--- config.mk ---
export PLATFORM = sky130hd
export DESIGN_NAME = bitwise_unit_arbiter
export DESIGN_NICKNAME = d
export VERILOG_FILES = /design/src/rtl/bitwise_ops_defs.sv /design/src/rtl/and16_gate.sv /design/src/rtl/bitwise_op_unit.sv /design/src/rtl/not16_gate.sv /design/src/rtl/bitwise_unit_arbiter.sv
export SDC_FILE = /design/constraint.sdc
export NUM_CORES = 1
export LEC_CHECK = 0
export CORE_AREA = 3 3 92 112
export CTS_CLUSTER_SIZE = 24
export DETAILED_ROUTE_END_ITERATION = 8
export DIE_AREA = 0 0 95 115
export GPL_TIMING_DRIVEN = 0
export PLACE_DENSITY = 0.58
export SETUP_SLACK_MARGIN = 0.05
export SLEW_MARGIN = 5
export SYNTH_ARGS = -nofsm -noshare
export SYNTH_HDL_FRONTEND = slang
export SYNTH_SLANG_ARGS = --single-unit
export TNS_END_PERCENT = 50
--- constraint.sdc ---
create_clock -name clk -period 1.97 [get_ports clk]
set_input_delay 0.197 -clock clk [delete_from_list [all_inputs] [get_ports clk]]
set_output_delay 0.197 -clock clk [all_outputs]
set_load 0.01 [all_outputs]
--- src/rtl/bitwise_ops_defs.sv ---
// Shared op codes and FSM state encoding for the bitwise unit arbiter.
package bitwise_ops_defs;

   localparam logic [1:0] OP_AND  = 2'b00;
   localparam logic [1:0] OP_NAND = 2'b01;
   localparam logic [1:0] OP_OR   = 2'b10;
   localparam logic [1:0] OP_NOR  = 2'b11;

   typedef enum logic [1:0] {
      S_IDLE = 2'd0,
      S_EXEC = 2'd1,
      S_RESP = 2'd2
   } state_t;

endpackage

--- src/rtl/and16_gate.sv ---
// 16-bit bitwise AND gate, the shared core of the datapath.
module and16_gate (
   input  logic [15:0] i_a,
   input  logic [15:0] i_b,
   output logic [15:0] o_y
);
   assign o_y = i_a & i_b;
endmodule

--- src/rtl/bitwise_op_unit.sv ---
// Combinational datapath: every op is built from one AND16 core with
// optional operand inversion (OR, NOR) and optional result inversion (NAND, OR).
module bitwise_op_unit
   import bitwise_ops_defs::*;
(
   input  logic [1:0]  i_op,
   input  logic [15:0] i_a,
   input  logic [15:0] i_b,
   output logic [15:0] o_out
);
   logic        w_in_inv;
   logic        w_out_inv;
   logic [15:0] w_a_n;
   logic [15:0] w_b_n;
   logic [15:0] w_core_a;
   logic [15:0] w_core_b;
   logic [15:0] w_core_y;
   logic [15:0] w_core_y_n;

   always_comb begin
      // NOTE: every signal written here gets a default first so no latch is inferred.
      w_in_inv  = 1'b0;
      w_out_inv = 1'b0;
      case (i_op)
         OP_AND:  ;
         OP_NAND: w_out_inv = 1'b1;
         OP_OR:   begin w_in_inv = 1'b1; w_out_inv = 1'b1; end
         OP_NOR:  w_in_inv = 1'b1;
         default: ;
      endcase
   end

   not16_gate u_inv_a (.i_a(i_a), .o_y(w_a_n));
   not16_gate u_inv_b (.i_a(i_b), .o_y(w_b_n));

   assign w_core_a = w_in_inv ? w_a_n : i_a;
   assign w_core_b = w_in_inv ? w_b_n : i_b;

   and16_gate u_and (.i_a(w_core_a), .i_b(w_core_b), .o_y(w_core_y));
   not16_gate u_inv_y (.i_a(w_core_y), .o_y(w_core_y_n));

   assign o_out = w_out_inv ? w_core_y_n : w_core_y;
endmodule

--- src/rtl/not16_gate.sv ---
// 16-bit bitwise inverter used for operand and result inversion.
module not16_gate (
   input  logic [15:0] i_a,
   output logic [15:0] o_y
);
   assign o_y = ~i_a;
endmodule

--- src/rtl/bitwise_unit_arbiter.sv ---
// Round-robin arbiter sharing one bitwise datapath between two requesters;
// one operation in flight: IDLE (accept) -> EXEC (compute) -> RESP (hold).
module bitwise_unit_arbiter
   import bitwise_ops_defs::*;
#(
   parameter logic RR_INIT = 1'b0
) (
   input  logic        clk,
   input  logic        reset,
   input  logic        req0_valid,
   output logic        req0_ready,
   input  logic [15:0] req0_a,
   input  logic [15:0] req0_b,
   input  logic [1:0]  req0_op,
   input  logic        req1_valid,
   output logic        req1_ready,
   input  logic [15:0] req1_a,
   input  logic [15:0] req1_b,
   input  logic [1:0]  req1_op,
   output logic        resp_valid,
   input  logic        resp_ready,
   output logic [15:0] resp_data,
   output logic        resp_id,
   output logic        busy
);
   state_t      r_state;
   state_t      w_state_nxt;
   logic        r_prio;
   logic [15:0] r_a;
   logic [15:0] r_b;
   logic [1:0]  r_op;
   logic        r_id;
   logic [15:0] r_resp_data;
   logic        r_resp_id;
   logic        w_grant0;
   logic        w_grant1;
   logic        w_accept;
   logic [15:0] w_result;

   always_comb begin
      w_grant0    = req0_valid && (!req1_valid || (r_prio == 1'b0));
      w_grant1    = req1_valid && (!req0_valid || (r_prio == 1'b1));
      // Readies stay low while reset is held even though the state is IDLE.
      req0_ready  = (r_state == S_IDLE) && w_grant0 && !reset;
      req1_ready  = (r_state == S_IDLE) && w_grant1 && !reset;
      w_accept    = req0_ready || req1_ready;
      resp_valid  = (r_state == S_RESP);
      busy        = (r_state != S_IDLE);
      w_state_nxt = r_state;
      case (r_state)
         S_IDLE:  if (w_accept)   w_state_nxt = S_EXEC;
         S_EXEC:                  w_state_nxt = S_RESP;
         S_RESP:  if (resp_ready) w_state_nxt = S_IDLE;
         default:                 w_state_nxt = S_IDLE;
      endcase
   end

   bitwise_op_unit u_op_unit (
      .i_op  (r_op),
      .i_a   (r_a),
      .i_b   (r_b),
      .o_out (w_result)
   );

   always_ff @(posedge clk or posedge reset) begin
      if (reset) begin
         r_state     <= S_IDLE;
         r_prio      <= RR_INIT;
         r_a         <= '0;
         r_b         <= '0;
         r_op        <= '0;
         r_id        <= 1'b0;
         r_resp_data <= '0;
         r_resp_id   <= 1'b0;
      end else begin
         // NOTE: non-blocking assignments so every register samples pre-edge values.
         r_state <= w_state_nxt;
         if (w_accept) begin
            r_a    <= w_grant1 ? req1_a  : req0_a;
            r_b    <= w_grant1 ? req1_b  : req0_b;
            r_op   <= w_grant1 ? req1_op : req0_op;
            r_id   <= w_grant1;
            r_prio <= ~w_grant1;
         end
         if (r_state == S_EXEC) begin
            r_resp_data <= w_result;
            r_resp_id   <= r_id;
         end
      end
   end

   assign resp_data = r_resp_data;
   assign resp_id   = r_resp_id;
endmodule

==> results.cfg <==
[clock_network]
clock_latency_ns = 0.29
htree_levels = 2
cts_buffers = 5
cts.sinks = 55
clk_pin_slew_worst_paths_ns = 0.07
cts-root-buf = clkbuf_16
cts_tree = yes
clk_path_buf_depth = 2

[detailed_routing]
avgRoutedWirePerCell_um = 15.1
antenna_left = 0
routed_wl_mm = 7.41
drtIter0Drc = 113
vias = 2329
routed_via_density = 4.75
firstDrtPassIters = 4
drc = 0

[placement]
dp_cells = 480
place_area_mm2 = 0.00388
dp_slack_ns = -0.653
place.gp.congestion = 0.728
portBuffers = 93
dp_hpwl_mm = 5.83

[logic_synthesis]
yosysMostFrequentCell = dfrtp_1
synth.largest_area_cell = dfrtp_1
synthDistinctLibCells = 30
ys.warnings.count = 0
ys_seq_area_share_pct = 49.7
synth_area_mm2 = 0.00277
synth-seq-cells = 55
synth_edf_count = 0
synthTopCellsByCount = dfrtp_1, a221o_1, nand2_1
syn_nets = 338
synthTopCellsByArea = dfrtp_1, a221o_1, and2_1
synth_area_per_cell_um2 = 10.5
yosysTopAreaCellShare_pct = 49.7
synth_async_sr_flop_share_pct = 100
synth_cells = 263
synth_ff_type = dfrtp_1

[sta]
rsz0062_at_grt = true
min_period_ns = 1.89
final-hold-violation-count = 0
slew-limit-headroom_pct = 51.7
slew_viol_final = 0
worst_slack_ns = 0.0838
setup_viol = 0
fmax_mhz = 530
min_period_over_period_pct = 95.7
finClkSkew_ns = 0.00691
worstMarginPinSlew_ns = 0.720

[global_route]
gr-total-overflow = 0
grt_pass1_wl_mm = 12.0
grt_pass1_vias = 2336
track_usage_pct = 14.0
grt_antenna_before_repair = 0
grt_max_degree = 32

[floorplan]
dieWidth_um = 95
num_rows = 39
ios = 94
fp.dieH_um = 115
dieArea_mm2 = 0.0109
core-area_mm2 = 0.00942
start_util_pct = 29.4

[critical_path]
rrSetupSlack_ns = 0.10
rr_worst_depth = 8
crit_type = input port to output pin
required_ns = 1.77
cp_max_fo = 10
cp-start-kind = input port
reg2reg_to = resp_data[6]$_DFFE_PP0N_
cp.arrival_ns = 1.69
worstSetupEndpointType = output pin
worstReg2RegStart = r_op[0]$_DFFE_PP0P_

[finish]
area_delta_synth_final_pct = 48.8
drive_gt1_share_pct = 11.7
fin_util_pct = 43.8
fin_nets = 441
fin_area_mm2 = 0.00412
instances_no_fill = 490
num_antenna_cells = 0

[worst_hold_path]
hp-class = input port to flop
holdPathEnd = r_state[1]$_DFFE_PP0P_
hp-start = resp_ready
holdPathStages = 2

[outcome]
outcome = completed

[power_and_ir_drop]
ir_drop_uv = 604
total_power_mw = 5.72
cellLeakagePower_nw = 1.79
powerDensity_mw_per_mm2 = 1390

[flow_run]
max_cap_violations = 0
[cells in the final DEF, fill, tap and decap left out, types with 3 or more instances in the layout]
cell	count
clkdlybuf4s50_1	91
dfrtp_1	55
a221o_1	33
nand2_1	31
and2_1	28
o21bai_1	14
xor2_1	14
o21ai_1	11
o21ai_0	10
o22ai_1	9
clkbuf_1	7
inv_1	6
o22ai_2	5
and2_2	5
clkbuf_16	5
buf_4	5
buf_6	4
buf_2	4
clkbuf_2	3
[flip-flops by register name, indices dropped and copies added (netlist names)]
register   flops
r_a           16
r_b           16
r_id           1
r_op           2
r_prio         1
r_state        2
resp_data     16
resp_id        1
[cell families after synthesis]
group           after synthesis  synth area share (%)
compound gates               86                  24.3
xor+xnor                     16                  5.06
fa+ha+maj                     2                 0.903
buf+inv                      28                  4.88
flops                        55                  49.7
mux                           2                 0.767
simple gates                 74                  14.4
[stage by stage]
stage	hold slack, ns	TNS, ns
after floorplan	0.304	0
after global placement	0.465	-46.23
after detailed placement	0.468	-4.56
after CTS	0.481	0
after global routing	0.503	0
final	0.475	0
[worst max-delay path, cell delays in order]
cell	delay, ns
clkdlybuf4s50_1	0.48
inv_1	0.08
o21ai_0	0.41
nor3_4	0.08
buf_6	0.16
dlygate4sd2_1	0.28
[how the worst max path moves through the flow]
| stage | slack (ns) | end | start | depth (start not counted) |
|---|---|---|---|---|
| 2_1_floorplan | 0.20 | resp_data[2]$_DFFE_PP0N_ | r_op[0]$_DFFE_PP0P_ | 8 |
| 6_report | 0.08 | req1_ready | req0_valid | 6 |
| 3_3_place_gp | -0.77 | r_a[6]$_DFFE_PP0P_ | reset | 2 |
| 3_5_place_dp | -0.65 | req1_ready | req1_valid | 5 |
| 4_1_cts | 0.05 | req0_ready | r_state[1]$_DFFE_PP0P_ | 4 |
| 5_1_grt | 0.02 | req1_ready | req0_valid | 6 |
[cell type report]
| cell class | instances | area, um^2 |
|---|---|---|
| multi-input combinational | 180 | 1300 |
| clock buffer | 6 | 139 |
| sequential | 55 | 1380 |
| buffer | 18 | 109 |
| tap | 123 | 154 |
| clock inverter | 2 | 35.0 |
| inverter | 7 | 26.3 |
| fill | 881 | 5290 |
| timing repair buffer | 99 | 982 |
[what timing repair did]
item,in CTS,in global routing
setup endpoints to repair,14,22
hold buffers,0,0
endpoints found under the hold margin,0,0
cloned,0,0
pin swaps,2,1
setup buffers,3,2
resized for setup,7,12
[metal layers]
metal / vias up / global-route usage [%] / wire length [um]
li1: 1161 / - / -
met2: 71 / 23.2 / 3670
met4: 0 / 3.46 / 35
met5: - / 0 / 0
met1: 1093 / 18.9 / 3290
met3: 4 / 2.36 / 417
[power by group]
part | leakage [nW] | internal, mW | total, mW | switching [mW]
Combinational | 1.02 | 1.42 | 2.61 | 1.19
Sequential | 0.682 | 1.65 | 2.08 | 0.427
Clock | 0.0868 | 0.633 | 1.02 | 0.391
Note: power is estimated with default switching activity, not from simulation.
